==> config.mk <==
export PLATFORM = sky130hd
export DESIGN_NAME = inst_mem_arbiter_flat
export DESIGN_NICKNAME = d
export VERILOG_FILES = /design/src/rtl/inst_mem_arbiter_pkg.sv /design/src/rtl/inst_mem_arbiter_if.sv /design/src/rtl/inst_mem_arbiter_slot.sv /design/src/rtl/inst_mem_arbiter.sv /design/src/flat_wrapper.sv
export SDC_FILE = /design/constraint.sdc
export NUM_CORES = 1
export LEC_CHECK = 0
export ABC_AREA = 1
export BUFFER_PORTS_ARGS = -buffer_cell sky130_fd_sc_hd__buf_2
export CORE_MARGIN = 4
export CORE_UTILIZATION = 39
export DETAILED_ROUTE_END_ITERATION = 12
export GPL_ROUTABILITY_DRIVEN = 0
export MAX_ROUTING_LAYER = met4
export PLACE_DENSITY_LB_ADDON = 0.25
export SLEW_MARGIN = 20
export SYNTH_ARGS = -nofsm -noshare
export SYNTH_HDL_FRONTEND = slang
export SYNTH_SLANG_ARGS = --single-unit
==> constraint.sdc <==
create_clock -name clk -period 2.2 [get_ports clk]
set_input_delay 0.22 -clock clk [delete_from_list [all_inputs] [get_ports clk]]
set_output_delay 0.22 -clock clk [all_outputs]
set_load 0.02 [all_outputs]
==> src/rtl/inst_mem_arbiter_pkg.sv <==
// Shared definitions for the instruction-memory arbiter: default widths,
// enable constants, slot state encoding and round-robin pointer encoding.
package inst_mem_arbiter_pkg;

  localparam int ADDR_W_DEF = 32;
  localparam int DATA_W_DEF = 32;

  localparam logic ENABLE  = 1'b1;
  localparam logic DISABLE = 1'b0;

  typedef enum logic {
    EMPTY = 1'b0,
    FULL  = 1'b1
  } slot_state_e;

  typedef enum logic {
    PRIO_FETCH = 1'b0,
    PRIO_DEBUG = 1'b1
  } prio_e;

  function automatic logic misaligned(input logic [1:0] lsb);
    return lsb != 2'b00;
  endfunction

endpackage

==> src/rtl/inst_mem_arbiter_if.sv <==
// Bus bundle between the arbiter, its two requesters and the instruction ROM.
// The slave modport is the arbiter side, master is the requester/ROM side.
interface inst_mem_arbiter_if #(
  parameter int ADDR_W = inst_mem_arbiter_pkg::ADDR_W_DEF,
  parameter int DATA_W = inst_mem_arbiter_pkg::DATA_W_DEF
) ();

  logic              f_req;
  logic [ADDR_W-1:0] f_addr;
  logic              f_gnt;
  logic [DATA_W-1:0] f_rdata;
  logic              f_rvalid;
  logic              f_rready;

  logic              d_req;
  logic [ADDR_W-1:0] d_addr;
  logic              d_gnt;
  logic [DATA_W-1:0] d_rdata;
  logic              d_rvalid;
  logic              d_rready;

  logic              rom_ce;
  logic [ADDR_W-1:0] rom_addr;
  logic [DATA_W-1:0] rom_data;

  logic              err_align;

  modport slave (
    input  f_req, f_addr, f_rready,
    output f_gnt, f_rdata, f_rvalid,
    input  d_req, d_addr, d_rready,
    output d_gnt, d_rdata, d_rvalid,
    output rom_ce, rom_addr,
    input  rom_data,
    output err_align
  );

  modport master (
    output f_req, f_addr, f_rready,
    input  f_gnt, f_rdata, f_rvalid,
    output d_req, d_addr, d_rready,
    input  d_gnt, d_rdata, d_rvalid,
    input  rom_ce, rom_addr,
    output rom_data,
    input  err_align
  );

endinterface

==> src/rtl/inst_mem_arbiter_slot.sv <==
// Single-entry response register with valid/ready handshake; free_o tells the
// arbiter the slot can accept a new word this cycle (empty or being drained).
module inst_arb_slot
  import inst_mem_arbiter_pkg::*;
#(
  parameter int DATA_W = DATA_W_DEF
) (
  input  logic              clk,
  input  logic              rst,
  input  logic              load_i,
  input  logic [DATA_W-1:0] wdata_i,
  input  logic              rready_i,
  output logic [DATA_W-1:0] rdata_o,
  output logic              rvalid_o,
  output logic              free_o
);

  slot_state_e       state_q, state_d;
  logic [DATA_W-1:0] data_q, data_d;

  always_ff @(posedge clk) begin
    if (rst) begin
      state_q <= EMPTY;
      data_q  <= '0;
    end else begin
      state_q <= state_d;
      data_q  <= data_d;
    end
  end

  always_comb begin
    state_d = state_q;
    data_d  = data_q;
    case (state_q)
      EMPTY: if (load_i) state_d = FULL;
      FULL: begin
        if (load_i)        state_d = FULL;
        else if (rready_i) state_d = EMPTY;
      end
      default: state_d = EMPTY;
    endcase
    if (load_i) data_d = wdata_i;
  end

  assign rdata_o  = data_q;
  assign rvalid_o = (state_q == FULL);
  assign free_o   = (state_q == EMPTY) || rready_i;

endmodule

==> src/rtl/inst_mem_arbiter.sv <==
// Two-port round-robin arbiter in front of a combinational instruction ROM.
// Define INST_ARB_DEBUG_EN to compile in the debug/loader port and round-robin.
module inst_mem_arbiter
  import inst_mem_arbiter_pkg::*;
#(
  parameter int ADDR_W = ADDR_W_DEF,
  parameter int DATA_W = DATA_W_DEF
) (
  input logic               clk,
  input logic               rst,
  inst_mem_arbiter_if.slave bus
);

  logic fSlotFree;
  logic fGnt;
  logic dGnt;
  logic errAlign_q, errAlign_d;

  inst_arb_slot #(.DATA_W(DATA_W)) uFetchSlot (
    .clk      (clk),
    .rst      (rst),
    .load_i   (fGnt),
    .wdata_i  (bus.rom_data),
    .rready_i (bus.f_rready),
    .rdata_o  (bus.f_rdata),
    .rvalid_o (bus.f_rvalid),
    .free_o   (fSlotFree)
  );

`ifdef INST_ARB_DEBUG_EN
  logic  dSlotFree;
  logic  fElig, dElig;
  prio_e prio_q, prio_d;

  inst_arb_slot #(.DATA_W(DATA_W)) uDebugSlot (
    .clk      (clk),
    .rst      (rst),
    .load_i   (dGnt),
    .wdata_i  (bus.rom_data),
    .rready_i (bus.d_rready),
    .rdata_o  (bus.d_rdata),
    .rvalid_o (bus.d_rvalid),
    .free_o   (dSlotFree)
  );

  // Pointer names the port that wins the next tie: the one not granted last.
  always_comb begin
    fElig  = bus.f_req && fSlotFree;
    dElig  = bus.d_req && dSlotFree;
    fGnt   = !rst && fElig && (!dElig || prio_q == PRIO_FETCH);
    dGnt   = !rst && dElig && !fGnt;
    prio_d = prio_q;
    if (fGnt)      prio_d = PRIO_DEBUG;
    else if (dGnt) prio_d = PRIO_FETCH;
  end

  always_ff @(posedge clk) begin
    if (rst) prio_q <= PRIO_FETCH;
    else     prio_q <= prio_d;
  end
`else
  logic unusedDebugIn;

  assign fGnt          = !rst && bus.f_req && fSlotFree;
  assign dGnt          = DISABLE;
  assign bus.d_rvalid  = DISABLE;
  assign bus.d_rdata   = '0;
  assign unusedDebugIn = ^{bus.d_req, bus.d_addr, bus.d_rready};
`endif

  assign bus.f_gnt = fGnt;
  assign bus.d_gnt = dGnt;

  always_comb begin
    bus.rom_ce   = fGnt || dGnt;
    bus.rom_addr = '0;
    errAlign_d   = DISABLE;
    if (fGnt) begin
      bus.rom_addr = bus.f_addr;
      errAlign_d   = misaligned(bus.f_addr[1:0]);
    end else if (dGnt) begin
      bus.rom_addr = bus.d_addr;
      errAlign_d   = misaligned(bus.d_addr[1:0]);
    end
  end

  always_ff @(posedge clk) begin
    if (rst) errAlign_q <= DISABLE;
    else     errAlign_q <= errAlign_d;
  end

  assign bus.err_align = errAlign_q;

endmodule

==> src/flat_wrapper.sv <==
// flat-port wrapper written by rule: the top's interface ports become plain ports
module inst_mem_arbiter_flat import inst_mem_arbiter_pkg::*;
#(
  parameter int ADDR_W = ADDR_W_DEF,
  parameter int DATA_W = DATA_W_DEF
)
  (clk, rst, bus_f_req, bus_f_addr, bus_f_rready, bus_f_gnt, bus_f_rdata, bus_f_rvalid, bus_d_req, bus_d_addr, bus_d_rready, bus_d_gnt, bus_d_rdata, bus_d_rvalid, bus_rom_ce, bus_rom_addr, bus_rom_data, bus_err_align);
  inst_mem_arbiter_if #(.ADDR_W(ADDR_W), .DATA_W(DATA_W)) bus_i ();
  input logic clk;
  input logic rst;
  input wire logic [$bits(bus_i.f_req)-1:0] bus_f_req;
  input wire logic [$bits(bus_i.f_addr)-1:0] bus_f_addr;
  input wire logic [$bits(bus_i.f_rready)-1:0] bus_f_rready;
  output wire logic [$bits(bus_i.f_gnt)-1:0] bus_f_gnt;
  output wire logic [$bits(bus_i.f_rdata)-1:0] bus_f_rdata;
  output wire logic [$bits(bus_i.f_rvalid)-1:0] bus_f_rvalid;
  input wire logic [$bits(bus_i.d_req)-1:0] bus_d_req;
  input wire logic [$bits(bus_i.d_addr)-1:0] bus_d_addr;
  input wire logic [$bits(bus_i.d_rready)-1:0] bus_d_rready;
  output wire logic [$bits(bus_i.d_gnt)-1:0] bus_d_gnt;
  output wire logic [$bits(bus_i.d_rdata)-1:0] bus_d_rdata;
  output wire logic [$bits(bus_i.d_rvalid)-1:0] bus_d_rvalid;
  output wire logic [$bits(bus_i.rom_ce)-1:0] bus_rom_ce;
  output wire logic [$bits(bus_i.rom_addr)-1:0] bus_rom_addr;
  input wire logic [$bits(bus_i.rom_data)-1:0] bus_rom_data;
  output wire logic [$bits(bus_i.err_align)-1:0] bus_err_align;
  assign bus_i.f_req = bus_f_req;
  assign bus_i.f_addr = bus_f_addr;
  assign bus_i.f_rready = bus_f_rready;
  assign bus_f_gnt = bus_i.f_gnt;
  assign bus_f_rdata = bus_i.f_rdata;
  assign bus_f_rvalid = bus_i.f_rvalid;
  assign bus_i.d_req = bus_d_req;
  assign bus_i.d_addr = bus_d_addr;
  assign bus_i.d_rready = bus_d_rready;
  assign bus_d_gnt = bus_i.d_gnt;
  assign bus_d_rdata = bus_i.d_rdata;
  assign bus_d_rvalid = bus_i.d_rvalid;
  assign bus_rom_ce = bus_i.rom_ce;
  assign bus_rom_addr = bus_i.rom_addr;
  assign bus_i.rom_data = bus_rom_data;
  assign bus_err_align = bus_i.err_align;
  inst_mem_arbiter #(.ADDR_W(ADDR_W), .DATA_W(DATA_W)) u_core (.clk(clk), .rst(rst), .bus(bus_i));
endmodule
==> flow_metrics.tcl <==
set metrics [dict create \
    status "finished, final reports clean" \
    grt_max_degree 45 \
    worstRegToRegCells 5 \
    start_util_pct 40.2 \
    num-nets-final 550 \
    wl_um 5310 \
    max_freq_mhz 580 \
    irDropWorstVdd_mv 0.334 \
    period_needed_ps 1720 \
    antenna_found_initial 0 \
    avgRoutedWirePerCell_um 10.2 \
    setup_tns_ps 0 \
    setup_viol 0 \
    ant_nets 0 \
    fill_cells 557 \
    finalHoldViolCount 0 \
    setup.worst_path.start_class "register" \
    numPortBuffers 135 \
    power.density_nw_per_um2 577 \
    ys_async_sr_fraction_pct 0 \
    die_w_um 80.6 \
    cts_hold_buf 0 \
    worstSkewPairLatency_ps 280 \
    grt_overflow 0 \
    cts_root_buf "clkbuf_8" \
    grt_pass1_vias 1825 \
    post-place-ws_ps 716 \
    drc 0 \
    critPathRequiredTime_ps 1980 \
    area_delta_synth_final_pct 31.0 \
    whs_endpoint "u_core.uFetchSlot.rdata_o[10]$_SDFFE_PP0P_" \
    cts_buffer_depth 2 \
    synth_ff_type "dfxtp_1" \
    cts.clk_slew.worst_paths_ps 70 \
    dpl.cell_count 511 \
    synth_area_per_cell_sq_um 6.42 \
    end_kind "primary output" \
    diodes 0 \
    finClkSkew_ps 6.99 \
    yosys_warnings 0 \
    ff2ff_setup_slack_ps 1030 \
    die_h_um 80.6 \
    drive_gt1_share_pct 38.8 \
    ios 204 \
    hold_path.class "in2reg" \
    num_vias 2057 \
    grtUsageTotal_pct 16.4 \
    dieArea_sq_um 6500 \
    yosysTopAreaCell "dfxtp_1" \
    synth_seq_area_share_pct 33.1 \
    drt_iter0_markers 82 \
    cap_violations 0 \
    r2r_end "u_core.uFetchSlot.rdata_o[7]$_SDFFE_PP0P_" \
    hold_path_startpoint "bus_rom_data[10]" \
    synth_area_leaders "dfxtp_1 (33%), buf_4 (13%), inv_1 (12%)" \
    worstPathArrival_ps 1500 \
    dp_hpwl_um 3950 \
    syn_area_sq_um 2060 \
    synthTopCellsByCount "inv_1 (67), nand2_1 (65), nor2_1 (40), buf_4 (35), dfxtp_1 (34)" \
    core.rowCount 26 \
    cts_buffers 5 \
    r2r_start "u_core.uFetchSlot.rvalid_o$_SDFF_PP0_" \
    yosysMostFrequentCell "inv_1" \
    grt_pass1_wl_um 8060 \
    cts_setup_buffers 0 \
    critical_path_class "reg2out" \
    power.leakage_nw 1.73 \
    cts_tree "done" \
    coreArea_sq_um 5110 \
    fin_crit_sh_pct 78.4 \
    layout_setup_ws_ps 475 \
    final_cells 518 \
    synth_edf_count 0 \
    ys_ff_latch 34 \
    cts_htree_levels 2 \
    vias_per_cell 3.97 \
    synth_cell_types 14 \
    first_pass_iters 4 \
    synth_cells 320 \
    synth_top_area_share_pct 33.1 \
    maxSlewViolCount 0 \
    worstHoldPathCells 3 \
    cts.sink_count 34 \
    ctsResizeCount 0 \
    rsz0062_at_grt "false" \
    critPathMaxFanout 44 \
]
stage by stage:
| stage | hold slack (ps) | power, mW | instance area [sq um] | util, % |
|---|---|---|---|---|
| 3_3_place_gp | 445 | 1.13 | 2610 | 51.2 |
| 5_1_grt | 158 | 1.66 | 2690 | 52.7 |
| 6_report | 158 | 1.55 | 2690 | 52.7 |
| 3_5_place_dp | 449 | 1.13 | 2610 | 51.2 |
| 2_1_floorplan | 349 | 1.03 | 2180 | - |
| 4_1_cts | 149 | 1.58 | 2690 | 52.7 |
kinds of logic after synthesis:
kind of cell | share of synthesized area (%)
simple gates | 35.7
buf+inv | 30.7
flops | 33.1
compound gates | 0.243
other cells | 0.182
metal layers:
metal	GRT usage [%]	part of all wire (%)	vias up
li1	-	-	1094
met1	16.6	38	861
met2	29.6	49	96
met3	5.83	12	6
met4	4.56	1.0	0
met5	-	0	-
worst max-delay path, stage by stage, from the launching register on:
cell     delay (ps)
dfxtp_1         330
nand2_1          80
nand2_2         260
buf_12          280
inv_1            80
buf_2           170
sequential cells by signal (all words and copies together), names as in the netlist:
signal	cells
u_core.uFetchSlot.rdata_o	32
u_core.uFetchSlot.rvalid_o	1
u_core.bus.err_align	1
placed cells by master (no fill, tap or decap):
cell type     n
clkbuf_8      5
inv_1        67
nand2_2       1
nand2_1      65
nor2_1       40
nor2_2       26
a21oi_1       1
dfxtp_1      34
nor2_4        1
buf_4         4
nand3_1      32
conb_1       34
clkbuf_1      1
buf_12        1
buf_2       135
clkinvlp_4    1
where the power goes:
part | total [mW] | internal [mW] | switching, mW | leakage, nW
clock | 0.440 | 0.217 | 0.223 | 0.0373
combinational | 0.432 | 0.141 | 0.291 | 1.41
sequential | 0.682 | 0.662 | 0.0203 | 0.281
total | 1.55 | 1.02 | 0.534 | 1.73
cell type report:
class	count	area, sq um	area share [%]
Clock buffer	6	72.6	2.70
Sequential cell	34	681	25.3
Clock inverter	1	7.51	0.279
Multi-Input combinational cell	200	867	32.2
Timing Repair Buffer	140	726	27.0
Tap cell	70	87.6	3.25
Inverter	67	251	9.34
how the worst max path moves through the flow:
stage                                               start    endpoint  slack, ps
finish              u_core.uFetchSlot.rvalid_o$_SDFF_PP0_  bus_rom_ce        480
global route        u_core.uFetchSlot.rvalid_o$_SDFF_PP0_  bus_rom_ce        340
CTS                 u_core.uFetchSlot.rvalid_o$_SDFF_PP0_  bus_rom_ce        450
detailed placement                              bus_f_req  bus_rom_ce        720
global placement                                bus_f_req  bus_rom_ce        720
floorplan           u_core.uFetchSlot.rvalid_o$_SDFF_PP0_  bus_rom_ce        700
Power figures use the tool's default switching activity.
